==> src/rtl/count_ctrl_pkg.sv <==
// Shared types and constants for the count_ctrl run/pause/load controller.
package count_ctrl_pkg;

  localparam int unsigned DIGIT_W = 4;
  localparam logic [DIGIT_W-1:0] MAX_DIGIT = 4'd9;

  typedef enum logic [1:0] {
    IDLE  = 2'd0,
    RUN   = 2'd1,
    PAUSE = 2'd2
  } state_e;

  function automatic logic bcd_ok(input logic [DIGIT_W-1:0] v);
    return v <= MAX_DIGIT;
  endfunction

endpackage

==> src/rtl/count_ctrl_if.sv <==
// Control bus from count_ctrl to the downstream BCD counter.
interface count_ctrl_if;
  import count_ctrl_pkg::*;

  logic               cnt_en;
  logic               ud;
  logic [DIGIT_W-1:0] start_vl;
  logic [DIGIT_W-1:0] stop_vl;
  logic               load;

  modport master (output cnt_en, output ud, output start_vl, output stop_vl, output load);
  modport slave  (input  cnt_en, input  ud, input  start_vl, input  stop_vl, input  load);
endinterface

==> src/rtl/count_ctrl_debounce.sv <==
// Button conditioner: 2-flop synchronizer, stability counter, rising-edge press pulse.
module count_ctrl_debounce #(
  parameter int unsigned DEB_CYCLES = 1_000_000
) (
  input  logic clk,
  input  logic rst,
  input  logic btn_raw,
  output logic press
);

  localparam int unsigned CW = (DEB_CYCLES > 1) ? $clog2(DEB_CYCLES) : 1;
  localparam logic [CW-1:0] CNT_MAX = CW'(DEB_CYCLES - 1);

  logic          sync1_q, sync1_d;
  logic          sync2_q, sync2_d;
  logic          level_q, level_d;
  logic          press_q, press_d;
  logic [CW-1:0] cnt_q, cnt_d;

  // Level flips only after DEB_CYCLES consecutive cycles of disagreement.
  always_comb begin
    sync1_d = btn_raw;
    sync2_d = sync1_q;
    level_d = level_q;
    cnt_d   = '0;
    press_d = 1'b0;
    if (sync2_q != level_q) begin
      if (cnt_q == CNT_MAX) begin
        level_d = sync2_q;
        press_d = sync2_q;
      end else begin
        cnt_d = cnt_q + CW'(1);
      end
    end
  end

  always_ff @(posedge clk) begin
    if (rst) begin
      sync1_q <= 1'b0;
      sync2_q <= 1'b0;
      level_q <= 1'b0;
      press_q <= 1'b0;
      cnt_q   <= '0;
    end else begin
      sync1_q <= sync1_d;
      sync2_q <= sync2_d;
      level_q <= level_d;
      press_q <= press_d;
      cnt_q   <= cnt_d;
    end
  end

  assign press = press_q;

endmodule

==> src/rtl/count_ctrl.sv <==
// Run/pause/load controller producing count ticks and range bounds for a BCD counter.
// Optional build macro COUNT_CTRL_UD_LOCK_EN freezes the direction while running.
module count_ctrl
  import count_ctrl_pkg::*;
#(
  parameter int unsigned TICK_DIV   = 100_000_000,
  parameter int unsigned DEB_CYCLES = 1_000_000
) (
  input  logic               clk,
  input  logic               rst,
  input  logic               btn_run,
  input  logic               btn_load,
  input  logic               sw_ud,
  input  logic [DIGIT_W-1:0] sw_start,
  input  logic [DIGIT_W-1:0] sw_stop,
  count_ctrl_if.master       cnt_if,
  output logic [1:0]         state,
  output logic               cfg_err
);

  localparam int unsigned PW = (TICK_DIV > 1) ? $clog2(TICK_DIV) : 1;
  localparam logic [PW-1:0] PRESC_MAX = PW'(TICK_DIV - 1);

  logic run_press, load_press;

  count_ctrl_debounce #(.DEB_CYCLES(DEB_CYCLES)) u_deb_run (
    .clk(clk), .rst(rst), .btn_raw(btn_run), .press(run_press)
  );

  count_ctrl_debounce #(.DEB_CYCLES(DEB_CYCLES)) u_deb_load (
    .clk(clk), .rst(rst), .btn_raw(btn_load), .press(load_press)
  );

  logic               ud_s1_q, ud_s2_q;
  logic [DIGIT_W-1:0] start_s1_q, start_s2_q, stop_s1_q, stop_s2_q;

  state_e             state_q, state_d;
  logic [PW-1:0]      presc_q, presc_d;
  logic [DIGIT_W-1:0] start_q, start_d, stop_q, stop_d;
  logic               ud_q, ud_d;
  logic               cnt_en_q, cnt_en_d;
  logic               load_q, load_d;
  logic               cfg_err_q, cfg_err_d;
  logic               load_take;

  // Switch synchronizers.
  always_ff @(posedge clk) begin
    if (rst) begin
      ud_s1_q    <= 1'b0;
      ud_s2_q    <= 1'b0;
      start_s1_q <= '0;
      start_s2_q <= '0;
      stop_s1_q  <= '0;
      stop_s2_q  <= '0;
    end else begin
      ud_s1_q    <= sw_ud;
      ud_s2_q    <= ud_s1_q;
      start_s1_q <= sw_start;
      start_s2_q <= start_s1_q;
      stop_s1_q  <= sw_stop;
      stop_s2_q  <= stop_s1_q;
    end
  end

  // Next state, config latch and prescaler; load has priority outside RUN, run inside it.
  always_comb begin
    state_d   = state_q;
    presc_d   = presc_q;
    start_d   = start_q;
    stop_d    = stop_q;
    cfg_err_d = cfg_err_q;
    load_d    = 1'b0;
    cnt_en_d  = 1'b0;
    load_take = 1'b0;

    case (state_q)
      IDLE: begin
        if (load_press)     load_take = 1'b1;
        else if (run_press) state_d   = RUN;
      end
      RUN: begin
        if (run_press) state_d = PAUSE;
      end
      PAUSE: begin
        if (load_press) begin
          load_take = 1'b1;
          state_d   = IDLE;
        end else if (run_press) begin
          state_d = RUN;
        end
      end
      default: state_d = IDLE;
    endcase

    if (load_take) begin
      if (bcd_ok(start_s2_q) && bcd_ok(stop_s2_q)) begin
        start_d   = start_s2_q;
        stop_d    = stop_s2_q;
        cfg_err_d = 1'b0;
        load_d    = 1'b1;
      end else begin
        cfg_err_d = 1'b1;
      end
    end

    // Fresh start clears phase; pause and resume edges leave it untouched.
    if (state_q == IDLE && state_d == RUN) begin
      presc_d = '0;
    end else if (state_q == RUN && state_d == RUN) begin
      presc_d = (presc_q == PRESC_MAX) ? '0 : presc_q + PW'(1);
    end
    cnt_en_d = (state_d == RUN) && (presc_d == PRESC_MAX);

`ifdef COUNT_CTRL_UD_LOCK_EN
    ud_d = (state_q == RUN) ? ud_q : ud_s2_q;
`else
    ud_d = ud_s2_q;
`endif
  end

  always_ff @(posedge clk) begin
    if (rst) begin
      state_q   <= IDLE;
      presc_q   <= '0;
      start_q   <= '0;
      stop_q    <= MAX_DIGIT;
      ud_q      <= 1'b0;
      cnt_en_q  <= 1'b0;
      load_q    <= 1'b0;
      cfg_err_q <= 1'b0;
    end else begin
      state_q   <= state_d;
      presc_q   <= presc_d;
      start_q   <= start_d;
      stop_q    <= stop_d;
      ud_q      <= ud_d;
      cnt_en_q  <= cnt_en_d;
      load_q    <= load_d;
      cfg_err_q <= cfg_err_d;
    end
  end

  assign cnt_if.cnt_en   = cnt_en_q;
  assign cnt_if.ud       = ud_q;
  assign cnt_if.start_vl = start_q;
  assign cnt_if.stop_vl  = stop_q;
  assign cnt_if.load     = load_q;
  assign state           = state_q;
  assign cfg_err         = cfg_err_q;

endmodule

==> src/flat_wrapper.sv <==
// flat-port wrapper written by rule: the top's interface ports become plain ports
module count_ctrl_flat import count_ctrl_pkg::*;
#(
  parameter int unsigned TICK_DIV   = 100_000_000,
  parameter int unsigned DEB_CYCLES = 1_000_000
)
  (clk, rst, btn_run, btn_load, sw_ud, sw_start, sw_stop, state, cfg_err, cnt_if_cnt_en, cnt_if_ud, cnt_if_start_vl, cnt_if_stop_vl, cnt_if_load);
  count_ctrl_if cnt_if_i ();
  input  logic clk;
  input  logic rst;
  input  logic btn_run;
  input  logic btn_load;
  input  logic sw_ud;
  input  logic [DIGIT_W-1:0] sw_start;
  input  logic [DIGIT_W-1:0] sw_stop;
  output logic [1:0] state;
  output logic cfg_err;
  output wire logic [$bits(cnt_if_i.cnt_en)-1:0] cnt_if_cnt_en;
  output wire logic [$bits(cnt_if_i.ud)-1:0] cnt_if_ud;
  output wire logic [$bits(cnt_if_i.start_vl)-1:0] cnt_if_start_vl;
  output wire logic [$bits(cnt_if_i.stop_vl)-1:0] cnt_if_stop_vl;
  output wire logic [$bits(cnt_if_i.load)-1:0] cnt_if_load;
  assign cnt_if_cnt_en = cnt_if_i.cnt_en;
  assign cnt_if_ud = cnt_if_i.ud;
  assign cnt_if_start_vl = cnt_if_i.start_vl;
  assign cnt_if_stop_vl = cnt_if_i.stop_vl;
  assign cnt_if_load = cnt_if_i.load;
  count_ctrl #(.TICK_DIV(TICK_DIV), .DEB_CYCLES(DEB_CYCLES)) u_core (.clk(clk), .rst(rst), .btn_run(btn_run), .btn_load(btn_load), .sw_ud(sw_ud), .sw_start(sw_start), .sw_stop(sw_stop), .cnt_if(cnt_if_i), .state(state), .cfg_err(cfg_err));
endmodule
==> config.mk <==
export PLATFORM = sky130hd
export DESIGN_NAME = count_ctrl_flat
export DESIGN_NICKNAME = d
export VERILOG_FILES = /design/src/rtl/count_ctrl_pkg.sv /design/src/rtl/count_ctrl_if.sv /design/src/rtl/count_ctrl_debounce.sv /design/src/rtl/count_ctrl.sv /design/src/flat_wrapper.sv
export SDC_FILE = /design/constraint.sdc
export NUM_CORES = 1
export LEC_CHECK = 0
export CAP_MARGIN = 15
export CORE_UTILIZATION = 60
export DETAILED_ROUTE_END_ITERATION = 12
export DONT_BUFFER_PORTS = 1
export GPL_ROUTABILITY_DRIVEN = 0
export PLACE_DENSITY = 0.85
export SLEW_MARGIN = 10
export SYNTH_ARGS = -nofsm -noshare
export SYNTH_HDL_FRONTEND = slang
export SYNTH_SLANG_ARGS = --single-unit
export TNS_END_PERCENT = 50
==> constraint.sdc <==
create_clock -name clk -period 3.5 [get_ports clk]
set_clock_uncertainty 0.2 [all_clocks]
set_input_delay 0.7 -clock clk [delete_from_list [all_inputs] [get_ports clk]]
set_output_delay 0.7 -clock clk [all_outputs]
set_load 0.03 [all_outputs]
==> reports/qor.csv <==
stage,metric,value,unit
floorplanning,fp.dieW,87.9,µm
clock_tree,cts_hold_buf,0,
sta,worst_pin_slew,0.664,ns
clock_tree,cts_buffers,9,
clock_tree,cts_setup_buffers,0,
yosys,netlist_instances,490,
yosys,yosys.area.top_type_share,48.4,%
sta,fin_crit_sh,75.7,%
yosys,syn_area_per_cell,9.03,µm²
layout,nFillCells,526,
yosys,syn_nets,506,
detailed_routing,drc,0,
global_routing,overflow,0,
floorplanning,die_area,7730,µm²
clock_tree,clock_latency,0.38,ns
flow_run,drv_cap,0,
yosys,synth_area_leaders,"dfxtp_1 48%, nor2_1 7.6%, xor2_1 6.7%",
detailed_routing,vias_per_cell,5.48,
floorplanning,core-area,6940,µm²
clock_tree,h-tree-depth,3,
worst_setup_path,end_kind,flop,
layout,nets,502,
worst_setup_path,start_kind,flop,
yosys,yosysSeqAreaShare,48.4,%
worst_setup_path,crit_fanout,13,
pwr,power_density,443,nW/µm²
clock_tree,tritoncts,built,
yosys,synth-main-ff-cell,dfxtp_1,
yosys,netlist_top_cells_count,"107 x dfxtp_1, 90 x nor2_1, 40 x nand2_1, 34 x xor2_1, 30 x xnor2_1",
sta,fmax,377,MHz
worst_setup_path,required,3.63,ns
yosys,synth.most_common_cell,dfxtp_1,
yosys,synthArstFlopShare,0,%
worst_setup_path,critPathKind,reg -> reg,
layout,syn2layout_area_growth,6.47,%
clock_tree,clockBufferDepth,2,
floorplanning,rows,30,
sta,final-setup-viol-count,0,
clock_tree,clock-sinks,107,
yosys,synth_edf_count,0,
clock_tree,clock_tree.root_cell,clkbuf_8,
floorplanning,start_util,63.7,%
sta,relSlewSlack,55.7,%
floorplanning,ios,27,
sta,hold_viol_final,0,
detailed_routing,routedWlPerCell,12.9,µm
place,hpwl,5290,µm
floorplanning,fp.dieH,87.9,µm
detailed_routing,dr_total_vias,3214,
sta,rsz0062_at_grt,false,
pwr,peakVddDrop,0.000326,V
layout,drive_gt1_share,5.30,%
sta,final.min_clock_period,2.65,ns
global_routing,grt_max_degree,43,
layout,n_antenna_cell,0,
worst_setup_path,crit_arrival,2.78,ns
global_routing,grt_util_all_layers,21.8,%
yosys,yosysWarningCount,0,
yosys,synth_area,4430,µm²
yosys,yosysUniqueCellTypes,48,
detailed_routing,drt_pre_antenna_iters,4,
sta,hold_slack,0.175,ns
global_routing,grt_first_pass_wirelength,13100,µm
detailed_routing,ant_nets,0,
pwr,p_leak,0.00161,µW
yosys,synth_area_leader_cell,dfxtp_1,
detailed_routing,wl,7600,µm
clock_tree,cts_resized,0,
yosys,ys_ff_latch,107,
clock_tree,cts.clk_slew.worst_paths,0.11,ns
sta,slew_viol_final,0,
sta,fin_tns_setup,0,ns
global_routing,grt_pass1_vias,3010,
place,port_buffers,0,
min_path,hold_class,in -> reg,
detailed_routing,drt_iter0_markers,159,
run_status,outcome,finished clean,
global_routing,antenna_found_initial,0,
-- layer usage --
layer	wire (µm)	global-route usage [%]	vias to the layer above	share of wire, %
met5	0	0	-	0
met4	141	9.54	0	1.9
met3	310	6.31	16	4.1
met2	3720	37.7	43	49
met1	3420	25.0	1514	45
li1	-	-	1641	-
-- area by class of cell --
class | count | area (µm²) | share of cell area (%)
multi-input cells | 358 | 2170 | 46.0
flip-flops and latches | 107 | 2140 | 45.4
clock buffers | 9 | 124 | 2.63
well taps | 96 | 120 | 2.55
clock inverters | 7 | 113 | 2.39
inverters | 8 | 30.0 | 0.637
repair buffers | 2 | 15.0 | 0.319
-- sequential cells by signal, summed over array words and instances (netlist names), 2 cells and up --
name / cells
u_core.start_s1_q: 4
u_core.u_deb_run.cnt_q: 20
u_core.state: 2
u_core.presc_q: 27
u_core.u_deb_load.cnt_q: 20
u_core.cnt_if.stop_vl: 4
u_core.cnt_if.start_vl: 4
u_core.stop_s2_q: 4
u_core.start_s2_q: 4
u_core.stop_s1_q: 4
-- path summary, 6_finish.rpt --
path	cells after the start	to	slack (ns)	startpoint
hold / removal	1	u_core.ud_s1_q	0.18	rst
hold reg to reg	1	u_core.ud_d	0.25	u_core.ud_s1_q
setup reg to reg	6	u_core.cnt_if.cnt_en	0.85	u_core.state[0]
setup / recovery	6	u_core.cnt_if.cnt_en	0.85	u_core.state[0]
-- critical path, stage by stage, from the launching register on --
cell	delay, ns
dfxtp_1	0.61
or3b_1	0.55
nor2_2	0.45
and3b_1	0.23
o21ai_0	0.09
a211oi_1	0.26
and4_1	0.21
-- through the flow --
stage	power, µW	utilization (%)	worst slack [ns]	cells	area, µm²
floorplan	1290	-	1.13	490	4430
global placement	1280	64.5	0.964	571	4480
detailed placement	1280	64.5	0.883	571	4480
CTS	2120	67.9	0.809	587	4710
global route	2160	67.9	0.668	587	4710
finish	2090	67.9	0.849	587	4710
-- power by group --
| part | switching [µW] | total [µW] | internal [µW] | leakage [µW] |
|---|---|---|---|---|
| Combinational | 11.1 | 21.2 | 10.2 | 0.000620 |
| Sequential | 4.44 | 1230 | 1230 | 0.000867 |
| Clock | 468 | 835 | 367 | 0.000118 |
| Total | 484 | 2090 | 1610 | 0.00161 |
-- cell families (layout without fill, tap and decap cells) --
kind of cell    count (synthesis)  count (layout)  synth area share (%)
simple gates                  265             265                  31.5
flops                         107             107                  48.4
xor+xnor                       64              64                  12.7
buf+inv                        25              26                  2.60
compound gates                 22              22                  3.05
mux                             4               4                 0.933
fa+ha+maj                       3               3                 0.848
-- layout by cell type, fill, tap and decap left out, drive strengths merged, types with 3 or more instances in the layout --
cell / instances
nand3: 25
nor3: 5
nor2b: 26
dfxtp: 107
and2: 5
and4: 5
clkinv: 3
and3: 12
inv: 11
o21ai: 6
ha: 3
nand3b: 7
nor3b: 3
nand2: 40
nor4b: 6
clkbuf: 9
nor4: 7
xor2: 34
nor2: 92
xnor2: 30
a21oi: 9
mux2i: 3
nand4: 21
No activity file was read; power rests on OpenSTA's default activity.
